**src/rtl/vga_timing.sv**
```systemverilog
// vga_timing: raster timing generator for the game display pipeline.
//   Produces hsync/vsync, the active-video flag, the current pixel coordinates
//   and a one-cycle new_frame tick at the first clock of vertical blanking, so
//   game-state updates land off-screen.
//
// Ports:
//   clk           in   pixel clock
//   rstn          in   synchronous reset, active-low
//   hsync         out  horizontal sync, active level per H_POL
//   vsync         out  vertical sync, active level per V_POL
//   video_active  out  high inside the visible H_ACTIVE x V_ACTIVE window
//   pixel_x       out  horizontal count, 0..H_TOTAL-1
//   pixel_y       out  vertical count, 0..V_TOTAL-1
//   new_frame     out  one-cycle tick at (0, V_ACTIVE)
//   frame_count   out  frames elapsed (only when VT_FRAME_COUNT_EN is defined)
//
// Optional feature: define VT_FRAME_COUNT_EN to add the frame_count port.
//
// Every output is a register loaded from the decode of the *next* counter
// values, so flags and coordinates always describe the same pixel.
module vga_timing #(
  parameter int unsigned H_ACTIVE = 800,
  parameter int unsigned H_FP     = 56,
  parameter int unsigned H_SYNC   = 120,
  parameter int unsigned H_BP     = 64,
  parameter int unsigned V_ACTIVE = 600,
  parameter int unsigned V_FP     = 37,
  parameter int unsigned V_SYNC   = 6,
  parameter int unsigned V_BP     = 23,
  parameter bit          H_POL    = 1'b1,
  parameter bit          V_POL    = 1'b1
) (
  input  logic        clk,
  input  logic        rstn,
  output logic        hsync,
  output logic        vsync,
  output logic        video_active,
  output logic [15:0] pixel_x,
  output logic [15:0] pixel_y,
`ifdef VT_FRAME_COUNT_EN
  output logic [15:0] frame_count,
`endif
  output logic        new_frame
);

  localparam int unsigned CW = 16;

  localparam int unsigned H_TOTAL = H_ACTIVE + H_FP + H_SYNC + H_BP;
  localparam int unsigned V_TOTAL = V_ACTIVE + V_FP + V_SYNC + V_BP;

  localparam logic [CW-1:0] H_LAST     = CW'(H_TOTAL - 1);
  localparam logic [CW-1:0] V_LAST     = CW'(V_TOTAL - 1);
  localparam logic [CW-1:0] H_VIS      = CW'(H_ACTIVE);
  localparam logic [CW-1:0] V_VIS      = CW'(V_ACTIVE);
  localparam logic [CW-1:0] HS_START   = CW'(H_ACTIVE + H_FP);
  localparam logic [CW-1:0] HS_END     = CW'(H_ACTIVE + H_FP + H_SYNC);
  localparam logic [CW-1:0] VS_START   = CW'(V_ACTIVE + V_FP);
  localparam logic [CW-1:0] VS_END     = CW'(V_ACTIVE + V_FP + V_SYNC);

  logic          line_end_c;
  logic [CW-1:0] x_next_c;
  logic [CW-1:0] y_next_c;
  logic          hsync_next_c;
  logic          vsync_next_c;
  logic          active_next_c;
  logic          tick_next_c;

  // Next raster position: x wraps every line, y advances on the x wrap.
  always_comb begin
    line_end_c = (pixel_x == H_LAST);
    x_next_c   = pixel_x + CW'(1);
    y_next_c   = pixel_y;
    if (line_end_c) begin
      x_next_c = '0;
      if (pixel_y == V_LAST) begin
        y_next_c = '0;
      end else begin
        y_next_c = pixel_y + CW'(1);
      end
    end
  end

  // Flag decode of the next position, registered alongside the counters.
  always_comb begin
    hsync_next_c  = ~H_POL;
    vsync_next_c  = ~V_POL;
    active_next_c = 1'b0;
    tick_next_c   = 1'b0;
    if ((x_next_c >= HS_START) && (x_next_c < HS_END)) begin
      hsync_next_c = H_POL;
    end
    if ((y_next_c >= VS_START) && (y_next_c < VS_END)) begin
      vsync_next_c = V_POL;
    end
    if ((x_next_c < H_VIS) && (y_next_c < V_VIS)) begin
      active_next_c = 1'b1;
    end
    if ((x_next_c == '0) && (y_next_c == V_VIS)) begin
      tick_next_c = 1'b1;
    end
  end

  // Counter and flag registers.
  always_ff @(posedge clk) begin
    if (!rstn) begin
      pixel_x      <= '0;
      pixel_y      <= '0;
      hsync        <= ~H_POL;
      vsync        <= ~V_POL;
      video_active <= 1'b0;
      new_frame    <= 1'b0;
    end else begin
      pixel_x      <= x_next_c;
      pixel_y      <= y_next_c;
      hsync        <= hsync_next_c;
      vsync        <= vsync_next_c;
      video_active <= active_next_c;
      new_frame    <= tick_next_c;
    end
  end

`ifdef VT_FRAME_COUNT_EN
  // Frame counter steps on the same edge that raises new_frame; wraps naturally.
  always_ff @(posedge clk) begin
    if (!rstn) begin
      frame_count <= '0;
    end else if (tick_next_c) begin
      frame_count <= frame_count + CW'(1);
    end
  end
`endif

endmodule

```
**config.mk**
```make
export PLATFORM = sky130hd
export DESIGN_NAME = vga_timing
export DESIGN_NICKNAME = d
export VERILOG_FILES = /design/src/rtl/vga_timing.sv
export SDC_FILE = /design/constraint.sdc
export NUM_CORES = 1
export LEC_CHECK = 0
export CORE_ASPECT_RATIO = 1.2
export CORE_MARGIN = 2
export CORE_UTILIZATION = 40
export CTS_CLUSTER_SIZE = 10
export DETAILED_ROUTE_END_ITERATION = 8
export PLACE_DENSITY = 0.72
export SLEW_MARGIN = 20
export SYNTH_ARGS = -nofsm -noshare
export SYNTH_HDL_FRONTEND = slang
export SYNTH_SLANG_ARGS = --single-unit
```
**constraint.sdc**
```tcl
create_clock -name clk -period 2.1 [get_ports clk]
set_clock_uncertainty 0.1 [all_clocks]
set_input_delay 0.525 -clock clk [delete_from_list [all_inputs] [get_ports clk]]
set_output_delay 0.525 -clock clk [all_outputs]
set_load 0.005 [all_outputs]
```
== Word level (Yosys, flattened, before mapping) ==
Cells that the tools add are included.

* Output and inout port bits: 36
* Register bits after elaboration: 36
* Logic and storage cells: 29
* Bits of input ports: 2

* Reduce and logical (&&, ||, !) cells: 5
* Add/sub/neg operators: 2
* Equal/unequal tests: 3
* Multiplexer cells: 7
* $lt $le $gt $ge: 6

{| class="wikitable"
|+ Operators by type and width
! kind !! number
|-
| 16-bit by 10-bit less-than comparator with 1-bit output (second input constant) || 4
|-
| 16-bit two-way mux || 3
|-
| 16-bit by 1-bit adder with 16-bit output (second input constant) || 2
|-
| 16-bit by 10-bit equality test with 1-bit output (second input constant) || 2
|-
| 16-bit by 10-bit >= comparator with 1-bit output (second input constant) || 2
|-
| 16-bit by 11-bit equality test with 1-bit output (second input constant) || 1
|-
| 16-bit logical NOT || 1
|-
| 1-bit logical AND || 4
|-
| 1-bit two-way mux || 4
|}

== Longest topological paths before layout ==
Gate-level depths: netlist of run 1.

* Depth in word-level cells: 6
* Depth in mapped cells: 10
* Mapped depth without buffers: 9

== Worst setup path before layout of run 1 ==
No wires, ideal clock.

* Kind: reg2reg
* From: register pixel_x[0]
* To: register new_frame
* Required time: 1.908 ns
* Period minus slack after synthesis: 2.238 ns
* Cell stages (with the launch flop): 9
* Path slack: -0.138 ns
* Buffers on the path: 1
* Setup time: 0.092 ns
* Arrival: 2.046 ns
* Cell sequence: dfxtp_1 > ha_1 > nand3_1 > nand4b_1 > buf_4 > nor3_1 > mux2i_1 > nand4_1 > nor4_1

* Word-level cells in the longest chain between the ends: 5
* Elaborated cells between the ends (all ways): 8
* Classes of those cells: 1 x add/sub; 2 x eq/ne; 3 x mux; 2 x reduce/logical

{| class="wikitable"
|+ RTL lines
! item !! line !! text
|-
| start: declaration || 38 || <nowiki>output logic [15:0] pixel_x,</nowiki>
|-
| start signal: assignment || 113 || <nowiki>pixel_x <= x_next_c;</nowiki>
|-
| 16-bit by 1-bit adder with 16-bit output / 16-bit by 11-bit equality test with 1-bit output (equally long branches) || 71, 70 ||
|-
| 16-bit two-way mux || 73 || <nowiki>if (line_end_c) begin</nowiki>
|-
| 16-bit logical NOT / 16-bit by 10-bit equality test with 1-bit output (equally long branches) || 98 || <nowiki>if ((x_next_c == '0) && (y_next_c == V_VIS)) begin</nowiki>
|-
| 1-bit logical AND * || 98 ||
|-
| 1-bit two-way mux * || 98 ||
|-
| end signal: assignment || 118 || <nowiki>new_frame <= tick_next_c;</nowiki>
|-
| end: declaration || 43 || <nowiki>output logic new_frame</nowiki>
|}

Mark *: on every way between the ends. The rest lies on a longest branch, timed or not.
A chain may end at the register's enable or synchronous reset.

== Worst setup path in the final report of run 1 ==
* From: register pixel_x[1]
* To: register vsync

* Word-level cells in the longest chain between the ends: 5
* Elaborated cells between the ends (all ways): 6
* Classes of those cells: 2 x order compare; 1 x eq/ne; 2 x mux; 1 x reduce/logical

{| class="wikitable"
|+ RTL lines
! item !! line !! text
|-
| 16-bit by 11-bit equality test with 1-bit output * || 70 || <nowiki>line_end_c = (pixel_x == H_LAST);</nowiki>
|-
| 16-bit two-way mux * || 73 ||
|-
| 16-bit by 10-bit >= comparator with 1-bit output / 16-bit by 10-bit less-than comparator with 1-bit output (equally long branches) || 92 || <nowiki>if ((y_next_c >= VS_START) && (y_next_c < VS_END)) begin</nowiki>
|-
| 1-bit logical AND * || 92 ||
|-
| 1-bit two-way mux * || 92 ||
|-
| end signal: assignment || 109 || <nowiki>vsync <= ~V_POL;</nowiki>
|-
| end signal: assignment || 116 || <nowiki>vsync <= vsync_next_c;</nowiki>
|-
| end: declaration || 36 || <nowiki>output logic vsync,</nowiki>
|}

Marks and branches as above.

==> results.md, run 1 <==
* Number of port buffers at 37
* Arr. time, crit path at 2.48 ns
* Post-CTS clock slew at the launch and capture registers of the worst setup and hold paths at 0.08 ns
* Cell area power density at ~350 nW/µm²
* Shortest clock period the worst path allows after layout at 2.40 ns
* Clock Latency Late Sink at about 0.30 ns
* Chip width at roughly 74 µm
* Final-stage net count at 410
* Placed Area at 3380 µm²
* Most frequent cells in the layout: buf_4 (85), clkdlybuf4s50_1 (36), dfxtp_1 (28)
* GRT Resource Usage Total at between 20% and 30%
* Avg Cell Area, Syn at about 8.5 µm²
* Overall routed net length at between 7 and 8 mm
* Relative slew slack at between 70% and 80%
* Asr flop ratio synth at 0%
* Fraction of the mapped netlist area in compound gates at about 16%
* Bufs and invs on worst path at 2
* Maximum number of pins on one net before global-route repair at 24
* Family of cells with the greatest summed delay on the critical path: simple AND/OR/NAND/NOR gates
* Final-report setup violation count at 6
* Per-cell via count in the routed design at 5.32
* Critical path launch point type: flop
* Antenna violations before repair at 0
* Total clock sinks at 36
* Number of placement rows at 30
* Largest vdd supply drop at roughly 0.26 mV
* Slack of the worst reg-to-reg path at -0.30 ns
* Hold path depth at 2
* Clock Tree Buf Depth at 2
* Post-Synthesis Cell Area at about 2400 µm²
* Final setup TNS at -0.961 ns
* Number of buffers inserted for hold repair after clock tree synthesis at 0
* Vias in the first global route at between 2000 and 2500
* Type of element capturing the critical path: flop
* CTS HTree Levels at 2
* Start-to-end type of the worst setup path: flop to flop
* Unrepaired setup endpoints after global routing: yes
* Total clock buffers created by CTS at 5
* Ports placed on the boundary at 38
* Tightest Hold Check Type: flop to flop
* Ordered cell list for the critical path: ha_4 > nand3_1 > nand4b_1 > buf_6 > buf_12 > or3_1 > o211ai_1 > nand3b_1 > nand4b_4 > a211oi_2
* DRT antenna net count at 0
* Lkg Pwr at ~1.6 nW
* Post-Syn Instances at 280
* Synth warn at 0
* Core Area at between 5000 and 6000 µm²
* Arithmetic-cell share of the synthesized area counting full adders, half adders and majority gates at between 1.5 and 2%
* Chip height at 88.3 µm
* Synth Register Bits at 36
* CTS tree: built
* Share of the synthesized netlist area taken by xor and xnor gates at under 10%
* Highest Clock Rate at 0.417 GHz
* First-pass iteration count of the detailed router at 4
* Share of the clock period used by the worst path after layout at 114%
* Number of endpoints with negative hold slack in the final report at 0
* Post-route design area at a little under 4000 µm²
* Via count of the routed design at 2585
* Worst R2R End: vsync
* Syn_nets at around 290
* Total Die Area at around 6600 µm²
* Hold endpoint: pixel_x[0]
* Delay of the slowest cell on the worst path at between 0.3 and 0.4 ns
* Number of flops mapped to enable cells by yosys at 0
* CTS Root Cell: clkbuf_8
* Antenna Diode Count at 0
* Worst Setup Slack, final at -0.300 ns
* Violations in the final reports: negative setup slack
* Final GP Congestion at between 0.8 and 0.9
* Half-perimeter wire length after placement at between 5 and 6 mm
* Run status: finished, violations left
* Ys flop type: dfxtp_1
* Synth Area in Simple Gates at a little under two fifths
* Final routed DRC violation total at 0
* Number of distinct standard cells referenced by the synthesized netlist at just over 60
* Cell count of the worst reg-to-reg path at 10
* Maxcap violations at 0
* Part of the Yosys area used for sequential elements at a little under a third
* Wire length per cell at 16.3 µm
* Wire length of the first global-routing pass at 11.4 mm
* Area growth from synthesis to layout at 66.9%
* Fraction of synthesized area in multiplexers at less than 1%
* Dominant combinational cell family by area after synthesis: simple AND/OR/NAND/NOR gates
* Max-slew violation count at 0
* Critical Path Slowest Stage Cell: dfxtp_4
* Most common cell after layout, fill and taps aside: buf_4
* Maximum fanout along the worst path at 7
* Launch point of the worst reg-to-reg path: pixel_x[1]
* Grt ovf at 0
* Hold path start: pixel_x[0]
* Fraction of layout cells with a size suffix above 1 at a little over two fifths
* Worst-Margin Slew at approximately 0.44 ns
* Number of DRC markers after the initial detailed-route iteration at ~210
* Data required time of the worst path at roughly 2.2 ns
* Starting utilization of the core area at between 40 and 50%
layer usage:
metal	vias up	share of wire, %	track usage [%]
met3	32	4.7	3.64
met5	-	0	0
li1	1247	-	-
met2	94	52	40.1
met4	0	3.8	11.5
met1	1212	39	26.3
worst register-to-register path, cell delays in order (launching register included):
cell      delay (ns)
dfxtp_4         0.36
ha_4            0.13
nand3_1         0.14
nand4b_1        0.24
buf_6           0.17
buf_12          0.14
or3_1           0.34
o211ai_1        0.19
nand3b_1        0.24
nand4b_4        0.17
a211oi_2        0.06
how the worst max path moves through the flow:
stage               start        end  slack (ns)  cells past startpoint
6_report       pixel_x[1]      vsync       -0.30                     10
5_1_grt        pixel_x[1]      vsync       -0.42                     10
4_1_cts        pixel_y[1]      vsync       -0.19                     10
3_5_place_dp   pixel_y[1]  new_frame       -0.24                     10
3_3_place_gp   pixel_y[1]  new_frame       -0.21                     10
2_1_floorplan  pixel_y[0]  new_frame   0.0000007                      9
flip-flops by register name, indices dropped and copies added, names as in the netlist:
name          cells
hsync             1
video_active      1
vsync             1
new_frame         1
pixel_y          16
pixel_x          16
Yosys cell counts, types with 3 or more instances:
| cell | instances | area [µm²] |
|---|---|---|
| a21oi_1 | 9 | 45.0 |
| buf_2 | 4 | 20.0 |
| nor3_1 | 9 | 45.0 |
| a211oi_1 | 4 | 30.0 |
| xnor2_1 | 11 | 96.3 |
| nor4_1 | 5 | 31.3 |
| inv_1 | 7 | 26.3 |
| ha_1 | 3 | 37.5 |
| nor2_1 | 25 | 93.8 |
| clkbuf_1 | 8 | 30.0 |
| nand3_1 | 11 | 55.1 |
| xor2_1 | 12 | 105 |
| dfxtp_1 | 36 | 721 |
| and2_1 | 22 | 138 |
| o211ai_1 | 5 | 37.5 |
| o21ai_0 | 8 | 40.0 |
| o21ai_1 | 3 | 15.0 |
| nand4_1 | 8 | 50.1 |
| buf_6 | 3 | 33.8 |
| nor2b_1 | 7 | 43.8 |
| nand2_1 | 26 | 97.6 |
report_power, final:
group	total [W]	switching (W)	internal, W
clock network	0.000628	0.000277	0.000352
logic	0.0000545	0.0000261	0.0000283
registers	0.000691	0.00000461	0.000686
metrics by stage:
| stage | setup WS (ns) | utilization (%) | cells | hold WS [ns] | total power [W] |
|---|---|---|---|---|---|
| 3_3_place_gp | -0.210 | 59.2 | 459 | 0.442 | 0.000759 |
| 6_report | -0.300 | 69.2 | 486 | 0.468 | 0.00137 |
| 2_1_floorplan | 0.000000666 | - | 280 | 0.347 | 0.000731 |
| 3_5_place_dp | -0.238 | 59.2 | 459 | 0.446 | 0.000761 |
| 5_1_grt | -0.416 | 69.2 | 486 | 0.488 | 0.00142 |
| 4_1_cts | -0.193 | 62.9 | 469 | 0.466 | 0.00138 |
area by class of cell:
cell class	instances	area (µm²)
repair buffers	135	1180
well taps	80	100
fillers	440	1760
inverters	7	26.3
multi-input cells	220	1790
clock inverters	3	42.5
flip-flops and latches	36	738
clock buffers	5	68.8
timing repair:
item / CTS / global route
setup endpoints to repair: 6 / 14
cloned: 0 / 1
gates resized for setup: 19 / 52
pin swaps: 7 / 21
endpoints found under the hold margin: 0 / 0
buffers inserted: 3 / 19
cell families after synthesis:
| kind of cell | after synthesis |
|---|---|
| DFF | 36 |
| buffers and inverters | 24 |
| adders and majority gates | 3 |
| muxes | 2 |
| and+or+nand+nor | 142 |
| AOI/OAI and AO/OA | 49 |
| xor gates and xnor gates | 24 |
Note: power is estimated with default switching activity, not from simulation.
==> run 2, diff against run 1 <==
- MAX_ROUTING_LAYER: not set -> met4
==> run 2 against run 1 <==
Effect of this change:
- the run still ends with negative setup slack left
- register-to-register slack improved by 0.07 ns
- utilization fell by 0.79 points
- count of clock-buffer cells in the layout rose by 3
- flip-flop and latch count unchanged
- global-route usage increased by 3.3 points
- setup slack better by 0.069 ns
- die area is the same
- critical endpoint is now new_frame
- highest routed layer unchanged
==> results.md, run 2 (synthesis results as in run 1) <==
* Number of DRC markers after the initial detailed-route iteration at 160 (-23%)
* Most common cell after layout, fill and taps aside: buf_4
* Fraction of layout cells with a size suffix above 1 at 42.1% (-1.0 points)
* Violations in the final reports: negative setup slack
* Share of the clock period used by the worst path after layout at 111% (-3.3 points)
* Vias in the first global route at 2697 (+11%)
* Total clock sinks at 36 (unchanged)
* Final Util at 68.4% (-0.79 points)
* Final routed DRC violation total at 0 (unchanged)
* Launch point of the worst reg-to-reg path: pixel_x[6]
* Start-to-end type of the worst setup path: flop to flop
* Arr. time, crit path at 2.43 ns (-0.05 ns)
* Number of placement rows at 30 (unchanged)
* Shortest clock period the worst path allows after layout at 2.33 ns (-0.0687 ns)
* Antenna Diode Count at 0 (unchanged)
* CTS Root Cell: clkbuf_8
* GRT Resource Usage Total at 26.0% (+3.3 points)
* Maximum fanout along the worst path at 14 (+7)
* Core Area at 5710 µm² (unchanged)
* Final GP Congestion at 0.911 (+2.9%)
* Fraction of power spent switching nets at 22.7% (+0.36 points)
* Hold path start: pixel_x[0]
* Number of endpoints with negative hold slack in the final report at 0 (unchanged)
* Critical Path Start: pixel_x[6]
* Ports placed on the boundary at 38 (unchanged)
* Largest vdd supply drop at 0.257 mV (-2.3%)
* Wire length per cell at 16.8 µm (+3.2%)
* Run status: finished, violations left
* Number of buffers inserted for hold repair after clock tree synthesis at 0 (unchanged)
* Maximum number of pins on one net before global-route repair at 15 (-38%)
* Cell area power density at 326 nW/µm² (-6.3%)
* Post-CTS clock slew at the launch and capture registers of the worst setup and hold paths at 0.08 ns (about the same)
* Share of power burned in combinational logic at 4.5% (+0.5 points)
* Starting utilization of the core area at 41.5% (unchanged)
* Area growth from synthesis to layout at 65.0%
* Critical path launch point type: flop
* Dpl ws at -0.267 ns (-0.0289 ns)
* Relative contribution of the clock network to total power at 41.3% (-4.4 points)
* Data required time of the worst path at 2.20 ns (+0.02 ns)
* Leading registers by flop count: pixel_x: 16 flops, pixel_y: 16 flops
* Per-cell via count in the routed design at 5.47 (+2.8%)
* Post-route non-filler standard cell count at 491 (+1.0%)
* Number of port buffers at 37 (unchanged)
* Unrepaired setup endpoints after global routing: yes
* Max-slew violation count at 0 (unchanged)
* Flop pwr share at 54.3% (+4.0 points)
* Clock Latency Late Sink at 0.29 ns (about the same)
* Psw at 0.000289 W (-5.9%)
* Fill cells at 458 (+4.1%)
* Relative slew slack at 74.5% (+4.4 points)
* Final-stage net count at 415 (+1.2%)
* Number of cells in the design after placement at 464 (+1.1%)
* Chip height at 88.3 µm (unchanged)
* Clock Tree Buf Depth at 2 (unchanged)
* Overall routed net length at 8.24 mm (+4.3%)
* Half-perimeter wire length after placement at 5.54 mm (+7.7%)
* DRT antenna net count at 0 (unchanged)
* Worst Setup Slack, final at -0.232 ns (+0.0687 ns)
* Total Die Area at 6550 µm² (unchanged)
* Highest Clock Rate at 0.429 GHz (+2.9%)
* Tightest Hold Check Type: flop to flop
* Wire length of the first global-routing pass at 12.5 mm (+9.2%)
* Worst-Margin Slew at 0.380 ns (-0.0640 ns)
* Type of element capturing the critical path: flop
* Internal power at 0.000983 W (-7.8%)
* Lkg Pwr at 1.65 nW (+0.28%)
* Total clock buffers created by CTS at 5 (unchanged)
* Maxcap violations at 0 (unchanged)
* CTS tree: built
* First-pass iteration count of the detailed router at 4 (unchanged)
* Antenna violations before repair at 0 (unchanged)
* Most frequent cells in the layout: buf_4 (91), clkdlybuf4s50_1 (36), dfxtp_1 (27)
* Via count of the routed design at 2684 (+3.8%)
* Final-report setup violation count at 8 (+2)
* CTS HTree Levels at 2 (unchanged)
* Chip width at 74.2 µm (unchanged)
* Grt ovf at 0 (unchanged)
[run 2: layout make-up]
| cell class | count | area (µm²) | share of cell area, % |
|---|---|---|---|
| Tap cell | 80 | 100 | 2.56 |
| Timing Repair Buffer | 140 | 1190 | 30.5 |
| Multi-Input combinational cell | 220 | 1760 | 45.0 |
| Clock buffer | 8 | 90.1 | 2.31 |
| Inverter | 7 | 26.3 | 0.673 |
| Sequential cell | 36 | 742 | 19.0 |
[run 2: power groups by stage]
stage / Clock, W / Combinational [W] / Sequential (W)
after floorplan: 0 / 0.0000184 / 0.000713
after global placement: 0 / 0.0000527 / 0.000709
after detailed placement: 0 / 0.0000543 / 0.000709
after CTS: 0.000527 / 0.0000555 / 0.000692
after global routing: 0.000560 / 0.0000609 / 0.000691
final: 0.000525 / 0.0000567 / 0.000691
[run 2: per-stage QoR]
stage	setup TNS (ns)	total power, W	hold slack, ns	area (µm²)
final	-0.857	0.00127	0.468	3910
after global routing	-1.69	0.00131	0.484	3910
after CTS	-0.447	0.00127	0.467	3790
after detailed placement	-0.867	0.000764	0.446	3400
after global placement	-0.507	0.000762	0.441	3400
after floorplan	0	0.000731	0.347	2410
[run 2: critical path, cell delays in order, from the launching register on]
cell and delay, ns:
dfxtp_2 0.33, nor4_2 0.26, buf_4 0.16, nand4b_1 0.15, buf_6 0.21, nor4_4 0.28, xor2_1 0.11, nor2_1 0.17
nand4_1 0.19, nor4_2 0.26
[run 2: routing by layer]
metal | vias to the layer above | part of all wire (%) | track usage (%)
li1 | 1262 | - | -
met1 | 1272 | 38 | 25.9
met2 | 116 | 54 | 46.7
met3 | 34 | 4.6 | 4.90
met4 | 0 | 4.0 | 14.9
met5 | - | 0 | -
[run 2: path summary, 6_finish.rpt]
kind                      to  depth (start not counted)  slack, ns
hold reg to reg   pixel_x[0]                          2       0.47
setup / recovery   new_frame                          9      -0.23
setup reg to reg   new_frame                          9      -0.23
hold / removal    pixel_x[0]                          2       0.47
[run 2: timing repair]
action	CTS	global route
gates resized for setup	43	22
endpoints found under the setup margin	7	14
setup buffers	16	5
pin swaps	20	9
==> run 3, diff against run 2 <==
- SETUP_SLACK_MARGIN: not set -> 0.2
==> run 3 against run 2 <==
Effect of this change:
- hold slack better by 0.049 ns
- critical path depth shrank 1
- largest power group unchanged
- total power increased by 11%
- the flow still finishes with violations (negative setup slack)
==> results.md, run 3 (synthesis results as in run 1) <==
* Wire length per cell at 16.7 µm (-0.82%)
* Hold path start: pixel_x[1]
* Total clock buffers created by CTS at 5 (unchanged)
* Maximum number of pins on one net before global-route repair at 17 (+2)
* Leading registers by flop count: pixel_x: 16 flops, pixel_y: 16 flops
* Core Area at 5710 µm² (unchanged)
* Grt ovf at 0 (unchanged)
* CTS tree: built
* GRT Resource Usage Total at 25.4% (-0.57 points)
* Most frequent cells in the layout: buf_4 (92), nand2_1 (24), dfxtp_2 (23)
* Violations in the final reports: negative setup slack
* Number of placement rows at 30 (unchanged)
* First-pass iteration count of the detailed router at 5 (+1)
* Final routed DRC violation total at 0 (unchanged)
* Post-CTS clock slew at the launch and capture registers of the worst setup and hold paths at 0.09 ns (about the same)
* CTS Root Cell: clkbuf_8
* Cell area power density at 335 nW/µm² (+2.6%)
* Data required time of the worst path at 2.24 ns (+0.04 ns)
* Via count of the routed design at 2775 (+3.4%)
* Final GP Congestion at 0.905 (-0.68%)
* Number of port buffers at 37 (unchanged)
* Hold endpoint: pixel_x[1]
* Highest Clock Rate at 0.433 GHz (+1.0%)
* Share of the clock period used by the worst path after layout at 110% (-1.1 points)
* DRT antenna net count at 0 (unchanged)
* Area growth from synthesis to layout at 77.7%
* Fraction of layout cells with a size suffix above 1 at 50.9% (+8.9 points)
* Worst Setup Slack, final at -0.209 ns (+0.0232 ns)
* Arr. time, crit path at 2.44 ns (about the same)
* Final-stage net count at 428 (+3.1%)
* Largest vdd supply drop at 0.448 mV (+75%)
* Clock Latency Late Sink at 0.31 ns (+0.02 ns)
* Antenna Diode Count at 0 (unchanged)
* Number of DRC markers after the initial detailed-route iteration at 182 (+14%)
* Chip height at 88.3 µm (unchanged)
* Launch point of the worst reg-to-reg path: pixel_x[6]
* Chip width at 74.2 µm (unchanged)
* Worst-Margin Slew at 0.549 ns (+0.169 ns)
* Maxcap violations at 0 (unchanged)
* Tightest Hold Check Type: flop to flop
* Total Die Area at 6550 µm² (unchanged)
* Vias in the first global route at 2638 (-2.2%)
* Hold path depth at 2 (unchanged)
* Dpl ws at -0.214 ns (+0.0524 ns)
* Type of element capturing the critical path: flop
* Number of buffers inserted for hold repair after clock tree synthesis at 0 (unchanged)
* Total clock sinks at 36 (unchanged)
* Lkg Pwr at 2.09 nW (+26%)
* Half-perimeter wire length after placement at 5.26 mm (-5.1%)
* Critical path launch point type: flop
* Antenna violations before repair at 0 (unchanged)
* Unrepaired setup endpoints after global routing: yes
* Final-report setup violation count at 6 (-2)
* Slack of the worst reg-to-reg path at -0.21 ns (+0.02 ns)
* Overall routed net length at 8.39 mm (+1.8%)
* Most common cell after layout, fill and taps aside: buf_4
* Cell count of the worst reg-to-reg path at 8 (-1)
* Number of endpoints with negative hold slack in the final report at 0 (unchanged)
* CTS HTree Levels at 2 (unchanged)
* Start-to-end type of the worst setup path: flop to flop
* Worst R2R End: vsync
* Smallest hold slack at 0.517 ns (+0.0490 ns)
* Relative slew slack at 63.1% (-11 points)
* Maximum fanout along the worst path at 7 (-7)
* Wire length of the first global-routing pass at 12.5 mm (+0.44%)
* Clock Tree Buf Depth at 2 (unchanged)
* Shortest clock period the worst path allows after layout at 2.31 ns (-0.0232 ns)
* Per-cell via count in the routed design at 5.51 (+0.72%)
* Starting utilization of the core area at 41.5% (unchanged)
* Max-slew violation count at 0 (unchanged)
* Final setup TNS at -0.710 ns (+0.147 ns)
* Run status: finished, violations left
* Ports placed on the boundary at 38 (unchanged)
==> run 3: cell types whose count changed in the layout (fill, tap and decap cells not counted), sizes merged <==
cell and delta:
clkdlybuf4s50 -27, dlygate4sd2 +14, buf +13, dlymetal6s2s +11, clkbuf -2, bufinv +1, clkdlybuf4s15 +1, clkinv +1
clkinvlp +1
==> run 3: worst max path at each step <==
stage,depth (start not counted),startpoint,to,slack [ns]
finish,8,pixel_x[6],vsync,-0.21
global route,8,pixel_x[6],vsync,-0.31
CTS,8,pixel_x[15],vsync,-0.14
detailed placement,9,pixel_y[1],vsync,-0.21
global placement,8,pixel_x[4],new_frame,-0.17
floorplan,9,pixel_y[1],vsync,0.02
==> run 3: metrics by stage <==
step | std cells | instance area [µm²] | utilization (%) | total power (W)
floorplan | 280 | 2450 | - | 0.000730
global placement | 457 | 3400 | 59.5 | 0.000764
detailed placement | 457 | 3400 | 59.5 | 0.000765
CTS | 489 | 3940 | 69.0 | 0.00139
global route | 504 | 4210 | 73.8 | 0.00145
finish | 504 | 4210 | 73.8 | 0.00141
==> run 3: routing by layer <==
layer	GRT usage, %	up-vias	part of all wire (%)
met1	27.8	1341	38
met4	12.0	0	4.5
met3	4.56	37	4.8
li1	-	1288	-
met2	44.3	109	53
met5	-	-	0
==> run 3: critical path, cell delays in order (launching register included) <==
cell and delay, ns:
dfxtp_2 0.34, nor4_4 0.34, and4b_2 0.34, o21ai_4 0.13, buf_6 0.15, o311ai_4 0.29, nand3b_1 0.15, nand4b_4 0.19
a211oi_2 0.22
==> run 3: final cells by class <==
| cell class | instances | area, µm² |
|---|---|---|
| well taps | 80 | 100 |
| multi-input cells | 220 | 1850 |
| repair buffers | 153 | 1350 |
| flip-flops and latches | 36 | 776 |
| inverters | 7 | 28.8 |
| clock buffers | 5 | 68.8 |
| fillers | 415 | 1500 |
| clock inverters | 3 | 42.5 |
==> run 3: power by group <==
part           switching [W]  leakage, nW  internal [W]
combinational      0.0000300         1.73     0.0000376
sequential        0.00000643        0.308      0.000682
clock               0.000300       0.0541      0.000352
==> run 3: repair_timing <==
item	4_1_cts	5_1_grt
hold endpoints to repair	0	0
gates resized for setup	96	44
setup buffers	24	15
endpoints found under the setup margin	43	36
pin swaps	28	22
